File: src/rtl/rf_2p_clr.sv
// rf_2p_clr: parametrised single-clock two-port register file with hardware clear sequencer
// Ports: clk; rstn (asynchronous, active low); clr_i request clear / busy_o clear running;
//        cena_i, addra_i -> dataa_o, vala_o registered read port A;
//        cenb_i, wenb_i, addrb_i, datab_i write port B (write when cenb_i and wenb_i both low).
// Optional: define RF_2P_BYPASS_EN to forward datab_i to a same-address read in the same cycle.
module rf_2p_clr #(
    parameter int Word_Width = 23,
    parameter int Addr_Width = 6,
    parameter int Depth      = 64
) (
    input  logic                  clk,
    input  logic                  rstn,
    input  logic                  clr_i,
    output logic                  busy_o,
    input  logic                  cena_i,
    input  logic [Addr_Width-1:0] addra_i,
    output logic [Word_Width-1:0] dataa_o,
    output logic                  vala_o,
    input  logic                  cenb_i,
    input  logic                  wenb_i,
    input  logic [Addr_Width-1:0] addrb_i,
    input  logic [Word_Width-1:0] datab_i
);
    typedef enum logic {CLEAR, IDLE} state_e;
    // one extra counter bit so Depth == 2**Addr_Width is representable
    localparam logic [Addr_Width:0] Last = (Addr_Width + 1)'(Depth - 1);
    localparam logic [Addr_Width:0] Lim  = (Addr_Width + 1)'(Depth);
    state_e                state_q, state_d;
    logic [Addr_Width:0]   clr_cnt_q, clr_cnt_d;
    logic [Word_Width-1:0] mem_q [Depth];
    logic [Word_Width-1:0] dataa_q, dataa_d;
    logic                  vala_q;
    logic                  rd, rd_ok, wr_ok;
    assign busy_o  = state_q == CLEAR;
    assign rd      = !cena_i;
    assign rd_ok   = !busy_o && ({1'b0, addra_i} < Lim);
    assign wr_ok   = !cenb_i && !wenb_i && !busy_o && ({1'b0, addrb_i} < Lim);
    assign dataa_o = dataa_q;
    assign vala_o  = vala_q;
`ifdef RF_2P_BYPASS_EN
    assign dataa_d = !rd_ok ? '0 : (wr_ok && addrb_i == addra_i) ? datab_i : mem_q[addra_i];
`else
    assign dataa_d = rd_ok ? mem_q[addra_i] : '0;
`endif
    always_comb begin
        state_d   = state_q;
        clr_cnt_d = clr_cnt_q;
        if (state_q == CLEAR) begin
            state_d   = clr_cnt_q == Last ? IDLE : CLEAR;
            clr_cnt_d = clr_cnt_q == Last ? clr_cnt_q : clr_cnt_q + (Addr_Width + 1)'(1);
        end else if (clr_i) begin
            state_d   = CLEAR;
            clr_cnt_d = '0;
        end
    end
    always_ff @(posedge clk or negedge rstn) begin
        if (!rstn) begin
            state_q   <= CLEAR;
            clr_cnt_q <= '0;
            dataa_q   <= '0;
            vala_q    <= 1'b0;
        end else begin
            state_q   <= state_d;
            clr_cnt_q <= clr_cnt_d;
            vala_q    <= rd;
            if (rd) dataa_q <= dataa_d;
        end
    end
    // the array itself is never reset; the sequencer is its only initialisation
    always_ff @(posedge clk) begin
        if (busy_o) mem_q[clr_cnt_q[Addr_Width-1:0]] <= '0;
        else if (wr_ok) mem_q[addrb_i] <= datab_i;
    end
endmodule

File: config.mk
export PLATFORM = sky130hd
export DESIGN_NAME = rf_2p_clr
export DESIGN_NICKNAME = d
export VERILOG_FILES = /design/src/rtl/rf_2p_clr.sv
export SDC_FILE = /design/constraint.sdc
export NUM_CORES = 1
export LEC_CHECK = 0
export CAP_MARGIN = 20
export CORE_MARGIN = 8
export CORE_UTILIZATION = 56
export DETAILED_ROUTE_END_ITERATION = 8
export GPL_TIMING_DRIVEN = 1
export PLACE_DENSITY_LB_ADDON = 0.3
export SLEW_MARGIN = 10
export SYNTH_ARGS = -nofsm -noshare
export SYNTH_HDL_FRONTEND = slang
export SYNTH_SLANG_ARGS = --single-unit
File: constraint.sdc
create_clock -name clk -period 3.3 [get_ports clk]
set_clock_uncertainty 0.05 [all_clocks]
set_input_delay 0.33 -clock clk [delete_from_list [all_inputs] [get_ports clk]]
set_output_delay 0.33 -clock clk [all_outputs]
set_load 0.1 [all_outputs]
==> impl_results.html, run 1 <==
<table>
<tr><th>Metric</th><th>Value</th></tr>
<tr><th colspan="2">Logic synthesis</th></tr>
<tr><td>Fraction of synthesized cell area taken by the top area cell type</td><td>between 70 and 80%</td></tr>
<tr><td>Post-Synthesis Mean Instance Area</td><td>22.3 um^2</td></tr>
<tr><td>Syn_nets</td><td>roughly 2,700</td></tr>
<tr><td>Post-synth top area cell</td><td>edfxtp_1</td></tr>
<tr><td>Count of flip-flops with a built-in enable after synthesis</td><td>around 1,500</td></tr>
<tr><td>Post-Syn Area</td><td>~0.058 mm^2</td></tr>
<tr><td>Combinational family with the most area after synthesis</td><td>multiplexers</td></tr>
<tr><td>Async set-or-reset flop fraction in the synthesized netlist</td><td>approximately 2.1%</td></tr>
<tr><td>Unique cell type count in the Yosys netlist</td><td>44</td></tr>
<tr><td>Sequential-to-total area share from yosys stat</td><td>~77%</td></tr>
<tr><td>Register bit count reported by yosys</td><td>roughly 1,500</td></tr>
<tr><td>Primary FF master, synth</td><td>edfxtp_1</td></tr>
<tr><td>Yosys warning total</td><td>0</td></tr>
<tr><td>Multiplexer share of the synthesized area</td><td>17.0%</td></tr>
<tr><td>Compound-Gate Fraction of Synth Area</td><td>approximately 2.2%</td></tr>
<tr><td>Adder and majority cell fraction of the synthesized area</td><td>less than 1%</td></tr>
<tr><td>Area fraction in and, or, nand and nor cells after synthesis</td><td>under 10%</td></tr>
<tr><td>Number of standard cells after synthesis</td><td>between 2,000 and 3,000</td></tr>
<tr><td>Largest cells by area after synthesis</td><td>edfxtp_1 76%, mux4_2 13%, mux2i_1 2.1%</td></tr>
<tr><td>Synthesized-area fraction occupied by xor and xnor cells</td><td>less than 1%</td></tr>
<tr><th colspan="2">Layout</th></tr>
<tr><td>Area Overhead vs Synth</td><td>16.1%</td></tr>
<tr><td>Total area of multi-input combinational cells</td><td>0.0125 mm^2</td></tr>
<tr><td>Fraction of layout instances using a drive strength above 1</td><td>32.5%</td></tr>
<tr><td>Storage element area</td><td>approximately 0.045 mm^2</td></tr>
<tr><td>Final net count</td><td>2,935</td></tr>
<tr><td>Fill cell instance count of the final layout</td><td>around 6,400</td></tr>
<tr><td>Number of standard cells in the layout, taps in and fillers out</td><td>about 4,400</td></tr>
<tr><th colspan="2">Hold path</th></tr>
<tr><td>Worst min-delay path class</td><td>input pin to flip-flop</td></tr>
<tr><td>Sink of the worst hold path</td><td>clr_cnt_q[4]$_DFFE_PN0P_</td></tr>
<tr><td>Worst hold stages</td><td>2</td></tr>
<tr><td>Worst hold start</td><td>clr_i</td></tr>
<tr><th colspan="2">Global routing</th></tr>
<tr><td>Top Usage Layer GRT</td><td>met2</td></tr>
<tr><td>Initial antenna violation count</td><td>7</td></tr>
<tr><td>Wire length of the first global-routing pass</td><td>about 200,000 um</td></tr>
<tr><td>Maximum number of pins on one net before global-route repair</td><td>65</td></tr>
<tr><td>Total gr overflow</td><td>0</td></tr>
<tr><td>Met3 capacity usage during global routing</td><td>between 4 and 5%</td></tr>
<tr><td>Via count of the first global-routing pass</td><td>between 20,000 and 30,000</td></tr>
<tr><td>Met1 track demand over resource</td><td>approximately 34%</td></tr>
<tr><td>M2 GR Usage</td><td>a little under two fifths</td></tr>
<tr><td>Global-route usage over all layers</td><td>approximately 24%</td></tr>
<tr><th colspan="2">Drt</th></tr>
<tr><td>Initial DRT Pass Iterations</td><td>6</td></tr>
<tr><td>Vias after detailed routing</td><td>28,625</td></tr>
<tr><td>Violation count after the first detailed-route iteration</td><td>3,918</td></tr>
<tr><td>DRC</td><td>0</td></tr>
<tr><td>Total routed wirelength</td><td>around 140,000 um</td></tr>
<tr><td>Detail-routed net length per standard cell</td><td>between 30 and 40 um</td></tr>
<tr><td>Remaining antenna violation count</td><td>0</td></tr>
<tr><td>Vias per Instance</td><td>6.51</td></tr>
<tr><th colspan="2">Placed design</th></tr>
<tr><td>Number of cells in the design after placement</td><td>4,123</td></tr>
<tr><td>RD Place Congestion</td><td>0.909</td></tr>
<tr><td>Post-DP HPWL</td><td>between 80,000 and 90,000 um</td></tr>
<tr><td>IO Port Bufs</td><td>65</td></tr>
<tr><td>DP Worst Slack</td><td>140 ps</td></tr>
<tr><th colspan="2">Critical path</th></tr>
<tr><td>Critical Path Start Type</td><td>flip-flop</td></tr>
<tr><td>Capturing point of the worst reg2reg path</td><td>mem_q[54][18]$_DFFE_PP_</td></tr>
<tr><td>Startpoint-to-endpoint class of the critical path</td><td>flip-flop to flip-flop</td></tr>
<tr><td>Arrival time at the worst endpoint</td><td>approximately 3200 ps</td></tr>
<tr><td>Highest net fanout along the worst path</td><td>13</td></tr>
<tr><td>Crit Reg-Reg Startpoint</td><td>rd_ok$_DFF_PN0_</td></tr>
<tr><td>Setup slack of the most critical reg-to-reg path</td><td>between 500 and 600 ps</td></tr>
<tr><td>Element type at the critical path end</td><td>flip-flop</td></tr>
<tr><td>Cell count of the worst reg-to-reg path</td><td>7</td></tr>
<tr><td>Data required time at the worst endpoint</td><td>roughly 3700 ps</td></tr>
<tr><th colspan="2">STA</th></tr>
<tr><td>Crit path time final</td><td>roughly 2800 ps</td></tr>
<tr><td>Number of max-slew violations in the final report</td><td>0</td></tr>
<tr><td>Upper clock frequency limit</td><td>roughly 360 MHz</td></tr>
<tr><td>Unrepaired setup endpoints after global routing</td><td>false</td></tr>
<tr><td>Worst path setup slack after routing</td><td>~520 ps</td></tr>
<tr><td>Number of failing hold endpoints at the final stage</td><td>0</td></tr>
<tr><td>Post-Route Setup TNS</td><td>0 ps</td></tr>
<tr><td>Final setup viols</td><td>0</td></tr>
<tr><td>Final cycle utilization of the critical path</td><td>84.3%</td></tr>
<tr><td>Tightest slew margin relative to the limit</td><td>between 30% and 40%</td></tr>
<tr><td>Worst slew pin tran</td><td>about 980 ps</td></tr>
<tr><td>Final Hold Slack</td><td>approximately 180 ps</td></tr>
<tr><th colspan="2">Die</th></tr>
<tr><td>Total number of placement rows</td><td>~120</td></tr>
<tr><td>Core Region</td><td>0.103 mm^2</td></tr>
<tr><td>Total Die Area</td><td>0.114 mm^2</td></tr>
<tr><td>Initial core utilization</td><td>between 50% and 60%</td></tr>
<tr><td>Height of the chip</td><td>roughly 340 um</td></tr>
<tr><td>I/O pin total</td><td>66</td></tr>
<tr><td>Die Wd</td><td>338 um</td></tr>
<tr><th colspan="2">CTS</th></tr>
<tr><td>Max Buffers Root-to-Sink</td><td>3</td></tr>
<tr><td>Clock insertion delay at the later pin of the skew report</td><td>750 ps</td></tr>
<tr><td>Clock tree root driver cell</td><td>clkbuf_16</td></tr>
<tr><td>Number of H-tree levels</td><td>4</td></tr>
<tr><td>TritonCTS buffer count</td><td>between 100 and 150</td></tr>
<tr><td>Clock slew at reported path FFs</td><td>about 60 ps</td></tr>
<tr><td>Clock sink total</td><td>approximately 1,500</td></tr>
<tr><td>TritonCTS clock tree</td><td>yes</td></tr>
<tr><td>Number of setup buffers added after CTS</td><td>0</td></tr>
<tr><th colspan="2">Power and ir drop</th></tr>
<tr><td>Reported net switching power</td><td>just over 10 mW</td></tr>
<tr><td>Areal power density over the cells</td><td>approximately 650 mW/mm^2</td></tr>
<tr><td>Sw Ratio</td><td>between 20% and 30%</td></tr>
<tr><td>Peak VDD IR</td><td>~0.64 mV</td></tr>
<tr><td>Internal power contribution</td><td>approximately 34 mW</td></tr>
<tr><td>Sequential cell fraction of total power</td><td>between 50% and 60%</td></tr>
<tr><td>Power share of the combinational group</td><td>a little over a tenth</td></tr>
<tr><td>Leakage dissipation</td><td>roughly 22 nW</td></tr>
<tr><td>Share of power burned in the clock network</td><td>a little under two fifths</td></tr>
<tr><th colspan="2">Outcome</th></tr>
<tr><td>Run status</td><td>finished clean</td></tr>
<tr><th colspan="2">Run</th></tr>
<tr><td>Max_cap viols</td><td>0</td></tr>
</table>
==> cell families (layout without fill, tap and decap cells) <==
group | count (synthesis) | after routing
buffers and inverters | 146 | 552
XOR/XNOR | 1 | 1
other | 0 | 4
AND/OR/NAND/NOR | 253 | 253
flip-flops | 1504 | 1504
AO/OA/AOI/OAI | 164 | 164
adder cells (fa/ha/maj) | 1 | 1
multiplexers | 541 | 541
==> how the worst max path moves through the flow <==
stage,startpoint,endpoint,slack (ps),cells past startpoint
after floorplan,rd_ok$_DFF_PN0_,mem_q[12][0]$_DFFE_PP_,260,6
after global placement,wenb_i,mem_q[54][3]$_DFFE_PP_,210,8
after detailed placement,wenb_i,mem_q[50][3]$_DFFE_PP_,140,7
after CTS,rd_ok$_DFF_PN0_,mem_q[54][12]$_DFFE_PP_,570,7
after global routing,rd_ok$_DFF_PN0_,mem_q[54][18]$_DFFE_PP_,400,7
final,rd_ok$_DFF_PN0_,mem_q[54][18]$_DFFE_PP_,520,7
==> cell usage in the layout, fill, tap and decap left out, types with 6 or more instances in the layout <==
cell type,Yosys,layout
nand2_1,72,72
o311ai_0,10,10
clkbuf_1,43,24
clkinv_1,0,19
o22ai_1,23,23
a221oi_1,26,26
nand3_1,19,19
nand2b_1,6,6
edfxtp_1,1472,1472
clkbuf_8,0,8
and3_1,12,12
and2_2,0,23
inv_6,0,8
dfrtp_1,32,32
bufinv_16,0,15
a22oi_1,33,33
clkbuf_16,0,152
a211oi_1,22,22
mux2_2,70,70
mux2i_1,123,123
mux4_2,348,348
nor2b_1,26,25
o221ai_1,10,10
a221o_1,13,13
nor2_2,1,65
o21ai_0,12,12
clkinv_2,0,34
buf_4,25,142
nor2_1,70,6
buf_12,0,91
nor3_1,11,11
clkdlybuf4s50_1,0,35
==> power groups by stage <==
stage	logic, mW	registers, mW	clock network, mW
after floorplan	2.25	23.0	0
after global placement	4.47	22.8	0
after detailed placement	4.57	22.9	0
after CTS	4.60	22.5	17.1
final	4.61	22.5	16.9
after global routing	4.80	22.5	17.7
==> worst max-delay path: stages (launching register included) <==
cell and delay, ps:
dfrtp_1 380, nor3b_4 450, buf_4 230, nand3_1 90, o21ai_0 140, nand2_1 230
nor2_2 640, buf_12 240
==> state kept, by name, indices dropped and copies added, names as in the netlist <==
signal     flops
mem_q       1472
dataa_o       23
clr_cnt_q      7
rd_ok          1
vala_o         1
==> stage by stage <==
stage / util (%) / instance area (um^2) / power [mW]
2_1_floorplan: - / 58100 / 25.2
3_3_place_gp: 60.6 / 62600 / 27.2
3_5_place_dp: 60.7 / 62600 / 27.4
4_1_cts: 65.4 / 67500 / 44.2
5_1_grt: 65.4 / 67500 / 45.1
6_report: 65.4 / 67500 / 44.0
==> per-layer routing <==
metal,up-vias,part of all wire [%]
met5,-,0.0093
met4,2,3.0
met3,248,10
met2,1647,48
met1,15120,39
li1,11608,-
==> Yosys cell counts, types with 6 or more instances <==
cell type and instances:
buf_2 51, a211oi_1 22, a22oi_1 33, and2_1 25, o21ai_0 12, nor2b_1 26
nand3_1 19, mux4_2 348, a221oi_1 26, buf_1 12, nand2b_1 6, o22ai_1 23
dfrtp_1 32, o221ai_1 10, o311ai_0 10, mux2i_1 123, nor2_1 70, nor3_1 11
clkbuf_1 43, nand2_1 72, buf_6 11, a221o_1 13, and3_1 12, buf_4 25
mux2_2 70, edfxtp_1 1472
==> cell type report <==
| type | instances | share of cell area [%] |
|---|---|---|
| Multi-Input combinational cell | 960 | 18.6 |
| Clock buffer | 184 | 5.93 |
| Tap cell | 1380 | 2.56 |
| Sequential cell | 1504 | 66.7 |
| Timing Repair Buffer | 276 | 4.92 |
| Inverter | 4 | 0.0222 |
| Clock inverter | 88 | 1.32 |
| Antenna cell | 4 | 0.0148 |
==> repair_timing <==
| action | 4_1_cts | 5_1_grt |
|---|---|---|
| gates resized for setup | 0 | 0 |
| hold endpoints to repair | 32 | 0 |
| hold buffers | 1 | 0 |
(Power assumes the default switching activity.)
==> run 2: changes to the inputs <==
clock period = 2.3 ns   (was 3.3 ns; I/O delays follow)
==> impl_results.html, run 2 (same netlist as run 1, synthesis figures left out) <==
<table>
<tr><th>Metric</th><th>Value</th></tr>
<tr><th colspan="2">CTS</th></tr>
<tr><td>TritonCTS buffer count</td><td>144 (-2.0%)</td></tr>
<tr><td>Max Buffers Root-to-Sink</td><td>3 (unchanged)</td></tr>
<tr><td>Clock sink total</td><td>1,504 (unchanged)</td></tr>
<tr><td>Number of H-tree levels</td><td>4 (unchanged)</td></tr>
<tr><td>Clock tree root driver cell</td><td>clkbuf_16</td></tr>
<tr><td>Clock insertion delay at the later pin of the skew report</td><td>760 ps (about the same)</td></tr>
<tr><td>TritonCTS clock tree</td><td>yes</td></tr>
<tr><td>Clock slew at reported path FFs</td><td>60 ps (about the same)</td></tr>
<tr><th colspan="2">STA</th></tr>
<tr><td>Worst path setup slack after routing</td><td>-149 ps (-668 ps)</td></tr>
<tr><td>Crit path time final</td><td>2450 ps (-332 ps)</td></tr>
<tr><td>Worst slew pin tran</td><td>923 ps (-53.9 ps)</td></tr>
<tr><td>Final setup viols</td><td>1,105 (+1,105)</td></tr>
<tr><td>Upper clock frequency limit</td><td>408 MHz (+14%)</td></tr>
<tr><td>Tightest slew margin relative to the limit</td><td>38.5% (+3.8 points)</td></tr>
<tr><td>Number of failing hold endpoints at the final stage</td><td>0 (unchanged)</td></tr>
<tr><td>Unrepaired setup endpoints after global routing</td><td>true</td></tr>
<tr><td>Final cycle utilization of the critical path</td><td>106% (+22 points)</td></tr>
<tr><td>Number of max-slew violations in the final report</td><td>0 (unchanged)</td></tr>
<tr><td>Post-Route Setup TNS</td><td>-78,680 ps (-78,680 ps)</td></tr>
<tr><td>Final Hold Slack</td><td>96.1 ps (-85.0 ps)</td></tr>
<tr><th colspan="2">Die</th></tr>
<tr><td>Core Region</td><td>0.103 mm^2 (unchanged)</td></tr>
<tr><td>I/O pin total</td><td>66 (unchanged)</td></tr>
<tr><td>Initial core utilization</td><td>56.3% (unchanged)</td></tr>
<tr><td>Height of the chip</td><td>338 um (unchanged)</td></tr>
<tr><td>Die Wd</td><td>338 um (unchanged)</td></tr>
<tr><td>Total number of placement rows</td><td>118 (unchanged)</td></tr>
<tr><td>Total Die Area</td><td>0.114 mm^2 (unchanged)</td></tr>
<tr><th colspan="2">Run</th></tr>
<tr><td>Max_cap viols</td><td>0 (unchanged)</td></tr>
<tr><th colspan="2">Power and ir drop</th></tr>
<tr><td>Areal power density over the cells</td><td>913 mW/mm^2 (+40%)</td></tr>
<tr><td>Leakage dissipation</td><td>23.6 nW (+5.8%)</td></tr>
<tr><td>Peak VDD IR</td><td>0.962 mV (+50%)</td></tr>
<tr><td>PnR Total Power</td><td>64.3 mW (+46%)</td></tr>
<tr><th colspan="2">Drt</th></tr>
<tr><td>Detail-routed net length per standard cell</td><td>33.0 um (+3.9%)</td></tr>
<tr><td>Vias per Instance</td><td>6.50 (about the same)</td></tr>
<tr><td>DRC</td><td>0 (unchanged)</td></tr>
<tr><td>Total routed wirelength</td><td>151,000 um (+8.2%)</td></tr>
<tr><td>Violation count after the first detailed-route iteration</td><td>4,165 (+6.3%)</td></tr>
<tr><td>Initial DRT Pass Iterations</td><td>7 (+1)</td></tr>
<tr><td>Remaining antenna violation count</td><td>0 (unchanged)</td></tr>
<tr><td>Vias after detailed routing</td><td>29,797 (+4.1%)</td></tr>
<tr><th colspan="2">Layout</th></tr>
<tr><td>Register bank with the most flops</td><td>mem_q</td></tr>
<tr><td>Number of flip-flops under the largest register name</td><td>1,472 (unchanged)</td></tr>
<tr><td>Most frequent standard cell in the layout excluding fill and tap cells</td><td>edfxtp_1</td></tr>
<tr><td>Final net count</td><td>3,133 (+6.7%)</td></tr>
<tr><td>Fraction of layout instances using a drive strength above 1</td><td>36.7% (+4.2 points)</td></tr>
<tr><td>Area Overhead vs Synth</td><td>21.2%</td></tr>
<tr><td>Fin util</td><td>68.3% (+2.8 points)</td></tr>
<tr><td>Commonest cells after routing, fill and taps aside</td><td>1,472 x edfxtp_1, 348 x mux4_2, 249 x buf_4, 171 x buf_12, 158 x clkbuf_16</td></tr>
<tr><th colspan="2">Critical path</th></tr>
<tr><td>Element type at the critical path end</td><td>flip-flop</td></tr>
<tr><td>Startpoint-to-endpoint class of the critical path</td><td>flip-flop to flip-flop</td></tr>
<tr><td>Arrival time at the worst endpoint</td><td>2870 ps (-300 ps)</td></tr>
<tr><td>Critical Path Start Type</td><td>flip-flop</td></tr>
<tr><td>Highest net fanout along the worst path</td><td>8 (-5)</td></tr>
<tr><td>Data required time at the worst endpoint</td><td>2720 ps (-970 ps)</td></tr>
<tr><th colspan="2">Global routing</th></tr>
<tr><td>Global-route usage over all layers</td><td>25.9% (+1.7 points)</td></tr>
<tr><td>Via count of the first global-routing pass</td><td>30,022 (+4.1%)</td></tr>
<tr><td>Initial antenna violation count</td><td>7 (unchanged)</td></tr>
<tr><td>Maximum number of pins on one net before global-route repair</td><td>52 (-20%)</td></tr>
<tr><td>Total gr overflow</td><td>0 (unchanged)</td></tr>
<tr><td>Wire length of the first global-routing pass</td><td>214,000 um (+5.3%)</td></tr>
<tr><th colspan="2">Placed design</th></tr>
<tr><td>Post-DP HPWL</td><td>95,900 um (+12%)</td></tr>
<tr><td>IO Port Bufs</td><td>65 (unchanged)</td></tr>
<tr><td>DP Worst Slack</td><td>-430 ps (-570 ps)</td></tr>
<tr><td>RD Place Congestion</td><td>0.915 (+0.68%)</td></tr>
<tr><th colspan="2">Outcome</th></tr>
<tr><td>Violations in the final reports</td><td>negative setup slack</td></tr>
<tr><td>Run status</td><td>finished, violations left</td></tr>
<tr><th colspan="2">Hold path</th></tr>
<tr><td>Worst min-delay path class</td><td>input pin to async pin</td></tr>
</table>
==> run 2: cell count changes in the layout (fill, tap and decap cells not counted), moves of 13 or more <==
cell / delta
buf_4: +107
buf_12: +80
nor2_4: +58
nor2_2: -57
nand2_1: -15
clkinv_1: +14
clkinv_2: -13
==> run 2: layout make-up <==
type / count / area, um^2
timing repair buffer: 477 / 6010
fill: 6025 / 32800
tap: 1380 / 1730
antenna: 3 / 7.51
inverter: 4 / 15.0
multi-input combinational: 960 / 13000
sequential: 1504 / 45000
clock inverter: 76 / 727
clock buffer: 180 / 3930
==> run 2: final timing paths <==
| path | startpoint | end | slack, ps | depth (start not counted) |
|---|---|---|---|---|
| setup / recovery | rd_ok$_DFF_PN0_ | mem_q[27][10]$_DFFE_PP_ | -150 | 8 |
| hold / removal | rstn | vala_o$_DFF_PN0_ | 100 | 2 |
| setup reg to reg | rd_ok$_DFF_PN0_ | mem_q[27][10]$_DFFE_PP_ | -150 | 8 |
| hold reg to reg | clr_cnt_q[6]$_DFFE_PN0P_ | clr_cnt_q[6]$_DFFE_PN0P_ | 510 | 1 |
| max in group asynchronous | rstn | rd_ok$_DFF_PN0_ | 1450 | 2 |
| min in group clk | clr_i | clr_cnt_q[4]$_DFFE_PN0P_ | 190 | 2 |
==> run 2: where the power goes <==
| group | leakage [nW] | switching, mW | internal (mW) |
|---|---|---|---|
| clock | 2.28 | 9.85 | 13.7 |
| sequential | 14.3 | 0.549 | 31.7 |
| combinational | 7.08 | 5.07 | 3.49 |
==> run 2: repair_timing <==
item                                   CTS  global route
buffers inserted                        14             8
pin swaps                                3             6
gates resized for setup                  9            14
endpoints found under the hold margin   32             0
cloned                                   4             5
hold buffers                             1             0
setup endpoints to repair              945          1456
==> run 2: layer usage <==
| metal | global-route usage (%) | share of wire (%) | wire, um |
|---|---|---|---|
| met1 | 35.4 | 37 | 55700 |
| met2 | 41.3 | 49 | 73600 |
| met3 | 6.24 | 11 | 16700 |
| met4 | 8.79 | 3.3 | 5060 |
| met5 | 0 | 0.023 | 34 |
==> run 2: worst max-delay path, cell delays in order, from the launching register on <==
cell and delay (ps):
dfrtp_2 440, or3b_4 480, buf_4 170, o22ai_2 100, buf_6 150, nand2_2 60, buf_6 160, nor2_4 300
clkbuf_16 230
==> run 2: metrics by stage <==
step,cells,area [um^2]
floorplan,2610,58800
global placement,4295,65200
detailed placement,4295,65200
CTS,4570,70200
global route,4581,70400
finish,4584,70400
